## src/rtl/instruction_fetch_queue.sv

```systemverilog
// Instruction fetch queue: holds the PC, reads a 1-cycle-latency ROM, buffers
// returned words in a small prefetch FIFO and presents one registered
// instruction per cycle to decode (NOP bubble when empty, hold on stall,
// flush on redirect).
module instruction_fetch_queue #(
   parameter int                    INS_WIDTH  = 20,
   parameter int                    ADDR_WIDTH = 10,
   parameter int                    DEPTH      = 4,
   parameter logic [ADDR_WIDTH-1:0] RESET_PC   = '0
) (
   input  logic                      clk,
   input  logic                      reset,
   output logic                      imem_req,
   output logic [ADDR_WIDTH-1:0]     imem_addr,
   input  logic [INS_WIDTH-1:0]      imem_rdata,
   input  logic                      stall,
   input  logic                      redirect,
   input  logic [ADDR_WIDTH-1:0]     redirect_pc,
   output logic [INS_WIDTH-1:0]      ins,
   output logic [ADDR_WIDTH-1:0]     ins_pc,
   output logic                      ins_valid,
   output logic [$clog2(DEPTH):0]    queue_count
);

   localparam int PW = $clog2(DEPTH);
   localparam int CW = PW + 1;

   logic [ADDR_WIDTH-1:0] r_pc;
   logic [ADDR_WIDTH-1:0] r_rsp_pc;
   logic                  r_inflight;
   logic                  r_drop;

   logic [INS_WIDTH-1:0]  r_mem_ins [DEPTH];
   logic [ADDR_WIDTH-1:0] r_mem_pc  [DEPTH];
   logic [PW-1:0]         r_wptr;
   logic [PW-1:0]         r_rptr;
   logic [CW-1:0]         r_count;

   logic [INS_WIDTH-1:0]  r_ins;
   logic [ADDR_WIDTH-1:0] r_ins_pc;
   logic                  r_ins_valid;

   logic [CW:0]           w_credit;
   logic                  w_req;
   logic                  w_push;
   logic                  w_pop;
   logic                  w_empty;

   // Outstanding credit: queued words plus the one read in flight. A pop in
   // the same cycle is deliberately not credited, keeping the issue path short.
   assign w_credit = {1'b0, r_count} + {{CW{1'b0}}, r_inflight};
   assign w_req    = ~reset & ~redirect & (w_credit < (CW+1)'(DEPTH));
   assign w_empty  = (r_count == '0);
   // A response landing in a redirect cycle belongs to the old path; the
   // FIFO clear wins over the push.
   assign w_push   = r_inflight & ~r_drop & ~redirect;
   assign w_pop    = ~redirect & ~stall & ~w_empty;

   assign imem_req    = w_req;
   assign imem_addr   = r_pc;
   assign ins         = r_ins;
   assign ins_pc      = r_ins_pc;
   assign ins_valid   = r_ins_valid;
   assign queue_count = r_count;

   // PC, in-flight tracking and the kill flag for a stale response
   always_ff @(posedge clk or posedge reset) begin
      if (reset) begin
         r_pc       <= RESET_PC;
         r_rsp_pc   <= '0;
         r_inflight <= 1'b0;
         r_drop     <= 1'b0;
      end else begin
         r_inflight <= w_req;
         r_drop     <= redirect ? r_inflight : 1'b0;
         if (redirect) begin
            r_pc <= redirect_pc;
         end else if (w_req) begin
            r_pc     <= r_pc + 1'b1;
            r_rsp_pc <= r_pc;
         end
      end
   end

   // FIFO pointers and occupancy; a redirect empties the queue
   always_ff @(posedge clk or posedge reset) begin
      if (reset) begin
         r_wptr  <= '0;
         r_rptr  <= '0;
         r_count <= '0;
      end else if (redirect) begin
         r_wptr  <= '0;
         r_rptr  <= '0;
         r_count <= '0;
      end else begin
         if (w_push) r_wptr <= r_wptr + 1'b1;
         if (w_pop)  r_rptr <= r_rptr + 1'b1;
         case ({w_push, w_pop})
            2'b10:   r_count <= r_count + 1'b1;
            2'b01:   r_count <= r_count - 1'b1;
            default: r_count <= r_count;
         endcase
      end
   end

   // FIFO storage: word plus the address it was fetched from
   always_ff @(posedge clk) begin
      if (w_push) begin
         r_mem_ins[r_wptr] <= imem_rdata;
         r_mem_pc[r_wptr]  <= r_rsp_pc;
      end
   end

   // Decode-facing output register: redirect > stall > pop > bubble
   always_ff @(posedge clk or posedge reset) begin
      if (reset) begin
         r_ins       <= '0;
         r_ins_pc    <= '0;
         r_ins_valid <= 1'b0;
      end else if (redirect) begin
         r_ins       <= '0;
         r_ins_valid <= 1'b0;
      end else if (stall) begin
         r_ins       <= r_ins;
         r_ins_pc    <= r_ins_pc;
         r_ins_valid <= r_ins_valid;
      end else if (!w_empty) begin
         r_ins       <= r_mem_ins[r_rptr];
         r_ins_pc    <= r_mem_pc[r_rptr];
         r_ins_valid <= 1'b1;
      end else begin
         r_ins       <= '0;
         r_ins_valid <= 1'b0;
      end
   end

endmodule

```

## config.mk

```make
export PLATFORM = sky130hd
export DESIGN_NAME = instruction_fetch_queue
export DESIGN_NICKNAME = d
export VERILOG_FILES = /design/src/rtl/instruction_fetch_queue.sv
export SDC_FILE = /design/constraint.sdc
export NUM_CORES = 1
export LEC_CHECK = 0
export ABC_AREA = 1
export CAP_MARGIN = 40
export CORE_ASPECT_RATIO = 0.7
export CORE_UTILIZATION = 50
export CTS_BUF_LIST = sky130_fd_sc_hd__clkbuf_4 sky130_fd_sc_hd__clkbuf_8 sky130_fd_sc_hd__clkbuf_16
export DETAILED_ROUTE_END_ITERATION = 6
export PLACE_DENSITY = 0.72
export SETUP_SLACK_MARGIN = 0.2
export SLEW_MARGIN = 40
export SYNTH_ARGS = -nofsm -noshare
export SYNTH_HDL_FRONTEND = slang
export SYNTH_SLANG_ARGS = --single-unit
```

## constraint.sdc

```tcl
create_clock -name clk -period 6.42 [get_ports clk]
set_clock_uncertainty 0.1 [all_clocks]
set_input_delay 1.284 -clock clk [delete_from_list [all_inputs] [get_ports clk]]
set_output_delay 1.284 -clock clk [all_outputs]
set_load 0.02 [all_outputs]
```

Yosys cells after proc, flatten, opt, wreduce, memory -nomap -nowiden. Memory sizes are Yosys's and may differ from the RTL's. A register that Yosys moved wholly into a read port is not among the register bits. Index checks and enable logic that the tools add are counted.

Register bits after elaboration: 50. Bits in latches: 0. Memory bits (writable): 120. ROM bits: 0. Input port bits: 34. Output and inout port bits: 45. Word-level logic and storage cells: 56. Memories: 2.

$add $sub $neg: 6. Multiply operators: 0. Divide/modulo/power cells: 0. Order comparisons: 1. Eq/ne operators: 3. Shifts and indexed selects: 0. Mux-type cells: 17. Bitwise gates (word level): 11. Reductions and logical operators: 7.

Memory list: r_mem_ins (depth 4, bits a word 20, read ports 1, clocked after memory_dff 0, write ports 1, line 33) `logic [INS_WIDTH-1:0] r_mem_ins [DEPTH];`; r_mem_pc (depth 4, bits a word 10, read ports 1, clocked after memory_dff 1, write ports 1, line 34) `logic [ADDR_WIDTH-1:0] r_mem_pc [DEPTH];`.

Operator list (number): two-way mux 20 bit (3); two-way mux 10 bit (2); adder 10 x 1 -> 10 bit (second input constant) (1); two-way mux 2 bit (4); AND 1 bit (6); two-way mux 1 bit (6); one-hot mux 3 bit (2 select lines) (1); nonzero test 2 bit (3); inverter 1 bit (5); adder 2 x 1 -> 2 bit (second input constant) (2); adder 3 x 1 -> 4 bit (1); < comparator 4 x 3 -> 1 bit (second input constant) (1); adder 3 x 1 -> 3 bit (second input constant) (1); zero test 3 bit (1); two-way mux 3 bit (1); AND reduction 3 bit (1); nonzero test 3 bit (1); subtractor 3 x 1 -> 3 bit (second input constant) (1); == test 2 x 1 -> 1 bit (second input constant) (1); == test 2 bit (second input constant) (1); inequality test 2 x 1 -> 1 bit (second input constant) (1); AND reduction 2 bit (1).

Longest topological paths before layout. Gate-level depths: netlist of the first run.

Word-level depth: 6. Gate-level depth with buffers: 11. Depth with buffers taken out: 11.

Worst setup path before layout of the first run. Ideal clock, no wire load.

Path type: input to output. From: input reset. To: output imem_req. Data arrival time: 3.112 ns. Slack: 1.924 ns. Stages on the path: 3. Cell sequence: inv_1 > nand3_2 > inv_2.

Word-level cells in the longest chain between the ends: 3.

Ends and longest elaborated chain: start, declared (line 12) `input logic reset,`; inverter 1 bit (line 52) `assign w_req = ~reset & ~redirect & (w_credit < (CW+1)'(DEPTH));`; AND 1 bit (2 in series) (line 52); end, declared (line 13) `output logic imem_req,`.

Every way passes these cells.

Final worst setup path of the first run.
From: input redirect. To: output imem_req.

Word-level cells in the longest chain between the ends: 3.

Ends and longest elaborated chain: start, declared (line 17) `input logic redirect,`; inverter 1 bit (no line); AND 1 bit (2 in series) (line 52).

Every way passes these cells.

==> impl_results.md, run 1 <==
* CTS tree: built
* Setup repair after global routing missed its margin: false
* Number of placed I/O pins at 79
* Top cell type's share of synthesized area at 49.97%
* Area of the multi-input gates at 1783 um2
* Number of global-route vias before repair at 4,576
* Worst-margin pin slew at 803.7 ps
* Peak supply drop at 0.2167 mV
* Clock H-tree levels at 4
* Count of buffers inserted at the top-level ports at 78
* Height of the die at 102.5 um
* Bufs and invs on worst path at 3
* Post-detailed-route wirelength per cell at 16.07 um
* Post-synthesis area per instance at 11.38 um2
* Pin count of the biggest net entering global routing at 82
* Startpoint of the lowest-slack hold path: ins[8]$_DFFE_PP0P_
* Die width at 145.5 um
* Clock Pin Slew Worst Setup and Hold Paths at 70 ps
* Number of instances in the synthesized netlist at 634
* Detailed placer's ending HPWL at 8690 um
* Number of buffers created by CTS at 17
* Syn nets at 674
* Area used by sequential logic in the layout at 5110 um2
* Fillcell total at 1,062
* Remaining global-route overflow at 0
* Total DRC errors in the routed layout at 0
* Number of cells traversed by the worst register-to-register path at 4
* Most frequently used cell type in the post-synthesis netlist: sky130_fd_sc_hd__nand2_1
* Number of hold violations in the final report at 0
* Number of antenna repair diodes at 0
* F_max at 194.9 MHz
* Routed vias/inst at 5.265
* Most numerous cell types in the synthesized netlist: sky130_fd_sc_hd__nand2_1 (123), sky130_fd_sc_hd__edfxtp_1 (120), sky130_fd_sc_hd__nand3_1 (74)
* Initial Utilization at 51.48%
* Final Cycle Share at 79.93%
* Terminus of the critical flop-to-flop path: ins_pc[4]$_DFFE_PP0P_
* FFs w/ async S/R, synth at 33.33%
* Pins Over Slew Limit at 0
* Cell type with the highest aggregate area in the netlist: sky130_fd_sc_hd__edfxtp_1
* Type of origin of the critical path: input pin
* Worst hold path class: reg2reg
* Synth Register Bits at 180
* First-pass GRT wire length at 23,360 um
* Total setup buffers inserted after CTS at 0
* Power Dens Cells at 373.6 nW/um2
* Post-synth design cell area at 7212 um2
* TritonCTS Sinks at 180
* Leading cell types by total area after synthesis: sky130_fd_sc_hd__edfxtp_1 (50%), sky130_fd_sc_hd__dfrtp_1 (21%), sky130_fd_sc_hd__nand2_1 (6.4%), sky130_fd_sc_hd__nand3_1 (5.1%), sky130_fd_sc_hd__o21ai_0 (3.8%)
* Hold bufs inserted after CTS at 0
* Longest individual stage delay on the worst path at 810 ps
* Number of different library cells in the post-synthesis netlist at 29
* Worst path depth at 5
* Cells along the critical path: clkdlybuf4s50_1 > nor2_1 > nand3_2 > inv_2 > clkdlybuf4s50_1
* Final min period at 5132 ps
* CP arrival at 3750 ps
* CTS Root Cell: sky130_fd_sc_hd__clkbuf_16
* EDFF count, synth at 120
* Initial antenna violation count at 0
* Static leakage power at 3.432 nW
* Sequential share of the synthesized area at 70.78%
* Setup violators final at 0
* Main flop type after synthesis: sky130_fd_sc_hd__edfxtp_1
* Crit-path slowest cell: sky130_fd_sc_hd__clkdlybuf4s50_1
* Cell family with the largest share of critical-path delay: buffers and inverters
* CP Capture Type: primary output
* Terminating pin of the worst hold path: ins[8]$_DFFE_PP0P_
* Synthesis-to-finish area growth at 21.48%
* First DRT Iteration DRCs at 331
* Number of routed nets with antenna violations at 0
* Category of the critical setup timing path: in2out
* Clock latency on the worst-skew pair at 420 ps
* Reported max-cap violation count at 0
* FP Rows at 36
* Final Wtd Congestion at 0.8649
* CP max FO at 22
* Count of cells resized by post-cts repair at 0
* Start of the worst register-to-register path: r_rptr[0]$_DFFE_PP0P_
* Ratio of cells with drive above 1 in the final layout at 7.382%
* Run status: completed
* Critical path data required time at 5040 ps
* Final total negative setup slack at 0 ps
* Final Net Count at 745
* Warnings from Yosys at 0
* Cell count of the worst hold path at 2
* Worst reg-to-reg setup slack at 4180 ps
* Overall via count from detail_route at 4,781
* Headroom to the max-slew limit at 46.34%
* Std-Cell Core Area at 14,010 um2
* Most frequent CP cell: sky130_fd_sc_hd__clkdlybuf4s50_1
* Total Routed Length at 14,590 um
* Number of iterations in the first detailed-routing pass at 5
* Overall Global Routing Usage at 20.85%
* Clock Path Buffers at 2
* Worst Hold Slack at 411.0 ps
* Full die area at 14,920 um2
cells in the final DEF (no fill, tap or decap), drive strengths merged, types with 3 or more instances in the layout:
master,instances
clkbuf,17
nand2,124
nor2,67
o21ai,56
a31oi,10
buf,7
clkdlybuf4s50,77
ha,5
nand3,75
o211ai,3
a21oi,22
inv,54
dfrtp,60
clkinv,4
edfxtp,120
clkinvlp,3
logic make-up after synthesis:
group                      count (synthesis)  share of synthesized area, %
and+or+nand+nor                          269                         15.61
DFF                                      180                         70.78
AOI/OAI and AO/OA                         95                         7.061
buffers and inverters                     80                         4.910
adders and majority gates                  6                         1.145
xor gates and xnor gates                   4                        0.4859
worst register-to-register path, cell delays in order (launching register included):
cell and delay [ps]:
sky130_fd_sc_hd__dfrtp_2 340, sky130_fd_sc_hd__buf_4 590, sky130_fd_sc_hd__inv_2 580, sky130_fd_sc_hd__o21ai_0 360
sky130_fd_sc_hd__a31oi_1 120
metrics by stage:
stage / utilization (%) / std cells / power, W / setup slack [ps] / cell area, um2
floorplan: - / 634 / 0.001971 / 1924 / 7212
global placement: 57.85 / 872 / 0.002235 / 1409 / 8104
detailed placement: 58.26 / 876 / 0.002265 / 1308 / 8162
CTS: 62.51 / 908 / 0.003296 / 1296 / 8757
global route: 62.54 / 908 / 0.003438 / 1142 / 8761
finish: 62.54 / 908 / 0.003273 / 1288 / 8761
layer usage:
metal  wire (um)  vias to the layer above  global-route usage, %
met5           0                        -                      0
met4         183                        0                  7.045
met3         769                       17                  4.464
met2        6859                      135                  33.73
met1        6776                     2320                  28.55
li1            -                     2309                      -
registers in the layout, summed over array words and instances (netlist names):
| register | count |
|---|---|
| r_mem_ins | 80 |
| r_mem_pc | 40 |
| ins | 20 |
| imem_addr | 10 |
| ins_pc | 10 |
| r_rsp_pc | 10 |
| queue_count | 3 |
| r_rptr | 2 |
| r_wptr | 2 |
| ins_valid | 1 |
| r_drop | 1 |
| r_inflight | 1 |
cell type report:
cell class | count | share of cell area, %
inverters | 48 | 2.057
multi-input cells | 374 | 20.35
clock inverters | 15 | 1.942
repair buffers | 84 | 9.754
flip-flops and latches | 180 | 58.33
well taps | 190 | 2.714
clock buffers | 17 | 4.856
how the worst max path moves through the flow:
stage                  start  endpoint  slack [ps]
finish              redirect  imem_req        1290
global route        redirect  imem_req        1140
CTS                 redirect  imem_req        1300
detailed placement  redirect  imem_req        1310
global placement    redirect  imem_req        1410
floorplan              reset  imem_req        1920
report_power, final:
group | leakage [nW] | switching (W) | internal (W)
Clock | 0.282 | 0.000451 | 0.000584
Sequential | 1.85 | 0.000121 | 0.00140
Combinational | 1.30 | 0.000435 | 0.000284
(Power assumes the default switching activity.)
==> run 2: changes to the inputs <==
--- a/config.mk
+++ b/config.mk
@@ -11,7 +11,7 @@
 export CORE_UTILIZATION = 50
 export CTS_BUF_LIST = sky130_fd_sc_hd__clkbuf_4 sky130_fd_sc_hd__clkbuf_8 sky130_fd_sc_hd__clkbuf_16
 export DETAILED_ROUTE_END_ITERATION = 6
-export PLACE_DENSITY = 0.72
+export PLACE_DENSITY = 0.75
 export SETUP_SLACK_MARGIN = 0.2
 export SLEW_MARGIN = 40
 export SYNTH_ARGS = -nofsm -noshare
==> constraint.sdc (replaced) <==
create_clock -name clk -period 4.7 [get_ports clk]
set_clock_uncertainty 0.1 [all_clocks]
set_input_delay 0.94 -clock clk [delete_from_list [all_inputs] [get_ports clk]]
set_output_delay 0.94 -clock clk [all_outputs]
set_load 0.02 [all_outputs]
==> run 2 against run 1 <==
Against the previous run:
- sequential power is 37% higher
- cell count is 0.33% higher
- hold slack hardly changed
- clock-buffer cell count stayed put
- total power is 40% higher
- first-iteration DRC count is 49% higher
- sequential share of layout area is 0.71 points lower
- clock power is 46% higher
- global-route usage is 1.4 points higher
- routed wire length is 5.6% higher
- critical path depth is 1 higher
- die area stayed put
- critical endpoint unchanged
==> impl_results.md, run 2 (same netlist as run 1, synthesis figures left out) <==
* Run status: completed
* First DRT Iteration DRCs at 494 (+49%)
* Full die area at 14,920 um2 (unchanged)
* Total Routed Length at 15,410 um (+5.6%)
* Final Wtd Congestion at 0.7846 (-9.3%)
* Clock H-tree levels at 4 (unchanged)
* Final total negative setup slack at 0 ps (unchanged)
* Area used by sequential logic in the layout at 5110 um2 (unchanged)
* Worst hold path class: reg2reg
* Clock Pin Slew Worst Setup and Hold Paths at 60 ps (about the same)
* Area of the multi-input gates at 1783 um2 (unchanged)
* Number of hold violations in the final report at 0 (unchanged)
* Routed vias/inst at 5.383 (+2.2%)
* Clock latency on the worst-skew pair at 420 ps (about the same)
* Number of routed nets with antenna violations at 0 (unchanged)
* CP Capture Type: primary output
* Ratio of cells with drive above 1 in the final layout at 7.767% (+0.39 points)
* Remaining global-route overflow at 0 (unchanged)
* Commonest non-fill, non-tap cells in the layout: sky130_fd_sc_hd__nand2_1 (123), sky130_fd_sc_hd__edfxtp_1 (120), sky130_fd_sc_hd__clkdlybuf4s50_1 (78)
* Top reg by flops: r_mem_ins
* TritonCTS Sinks at 180 (unchanged)
* Number of iterations in the first detailed-routing pass at 5 (unchanged)
* CTS tree: built
* First-pass GRT wire length at 24,930 um (+6.7%)
* Final Cycle Share at 78.95%
* Clock Path Buffers at 2 (unchanged)
* Number of placed I/O pins at 79 (unchanged)
* Fillcell total at 1,030 (-3.0%)
* Overall via count from detail_route at 4,904 (+2.6%)
* Hold bufs inserted after CTS at 0 (unchanged)
* CP max FO at 19 (-14%)
* Pin count of the biggest net entering global routing at 82 (unchanged)
* Worst-margin pin slew at 808.7 ps (+5.020 ps)
* Number of global-route vias before repair at 4,926 (+7.6%)
* Setup repair after global routing missed its margin: false
* Static leakage power at 3.477 nW (+1.3%)
* Power Dens Cells at 517.9 nW/um2 (+39%)
* Leading cell type in the layout, fill and taps excluded: sky130_fd_sc_hd__nand2_1
* Overall Global Routing Usage at 22.23% (+1.4 points)
* Final min period at 3711 ps
* Final Net Count at 748 (+0.40%)
* CTS Root Cell: sky130_fd_sc_hd__clkbuf_16
* Peak supply drop at 0.3218 mV (+49%)
* Synthesis-to-finish area growth at 22.97%
* Initial antenna violation count at 0 (unchanged)
* Reported max-cap violation count at 0 (unchanged)
* Number of antenna repair diodes at 0 (unchanged)
* CP arrival at 2670 ps (-1080 ps)
* Type of origin of the critical path: input pin
* Die width at 145.5 um (unchanged)
* Critical path data required time at 3660 ps (-1380 ps)
* Pins Over Slew Limit at 0 (unchanged)
* Initial Utilization at 51.48% (unchanged)
* Setup violators final at 0 (unchanged)
* Detailed placer's ending HPWL at 9086 um (+4.6%)
* FP Rows at 36 (unchanged)
* Total setup buffers inserted after CTS at 0 (unchanged)
* Count of buffers inserted at the top-level ports at 78 (unchanged)
* Std-Cell Core Area at 14,010 um2 (unchanged)
* Largest register FFs at 80 (unchanged)
* Category of the critical setup timing path: in2out
* Dpl ws at 1017 ps (-291.0 ps)
* Count of cells resized by post-cts repair at 0 (unchanged)
* F_max at 269.5 MHz
* Headroom to the max-slew limit at 46.09% (-0.26 points)
* Number of buffers created by CTS at 17 (unchanged)
* Height of the die at 102.5 um (unchanged)
* Total DRC errors in the routed layout at 0 (unchanged)
* Post-detailed-route wirelength per cell at 16.92 um (+5.3%)
* Setup slack after layout at 989.2 ps (-299.2 ps)
-- run 2: cell count changes in the layout (fill, tap and decap cells not counted), moves of 2 or more --
cell,delta
sky130_fd_sc_hd__inv_8,-2
sky130_fd_sc_hd__buf_8,-4
sky130_fd_sc_hd__buf_4,+3
sky130_fd_sc_hd__buf_16,+4
sky130_fd_sc_hd__clkinv_4,-3
sky130_fd_sc_hd__clkinv_2,+3
sky130_fd_sc_hd__bufinv_16,+2
-- run 2: layout make-up --
class,count,area share [%]
clock inverters,15,2.257
multi-input cells,374,20.10
well taps,190,2.681
clock buffers,17,4.797
inverters,48,2.032
repair buffers,87,10.51
flip-flops and latches,180,57.62
-- run 2: worst max-delay path, cell delays in order --
cell and delay (ps):
sky130_fd_sc_hd__clkdlybuf4s50_1 400, sky130_fd_sc_hd__buf_4 210, sky130_fd_sc_hd__nor2_1 140, sky130_fd_sc_hd__nand3_2 100, sky130_fd_sc_hd__inv_2 200, sky130_fd_sc_hd__clkdlybuf4s50_1 680
-- run 2: stage by stage --
step	utilization [%]	std cells	power, W	area [um2]	hold WS [ps]
after floorplan	-	634	0.002692	7212	358.7
after global placement	58.01	875	0.003057	8127	382.0
after detailed placement	58.82	879	0.003117	8239	393.2
after CTS	63.28	911	0.004622	8865	414.9
after global routing	63.31	911	0.004796	8869	433.9
final	63.31	911	0.004593	8869	410.8
-- run 2: power by group --
part | total [W] | leakage, nW | switching (W) | internal [W]
Sequential | 0.00208 | 1.85 | 0.000167 | 0.00191
Combinational | 0.00101 | 1.34 | 0.000619 | 0.000395
Clock | 0.00150 | 0.296 | 0.000608 | 0.000894
Total | 0.00459 | 3.48 | 0.00139 | 0.00320
-- run 2: path summary, 6_finish.rpt --
path / from / end / slack [ps] / cells past startpoint
worst max register to register: r_rptr[0]$_DFFE_PP0P_ / ins_pc[5]$_DFFE_PP0P_ / 2390 / 4
worst min register to register: ins[15]$_DFFE_PP0P_ / ins[15]$_DFFE_PP0P_ / 410 / 2
worst max-delay path: redirect / imem_req / 990 / 6
worst min-delay path: ins[15]$_DFFE_PP0P_ / ins[15]$_DFFE_PP0P_ / 410 / 2
min in group asynchronous: reset / r_rsp_pc[4]$_DFFE_PP0P_ / 940 / 3
max in group asynchronous: reset / r_rptr[1]$_DFFE_PP0P_ / 3130 / 3
-- run 2: metal layers --
layer | part of all wire [%] | GRT usage [%]
met5 | 0 | 0
met4 | 1.8 | 7.773
met3 | 4.7 | 4.911
met2 | 50 | 39.20
met1 | 43 | 27.61
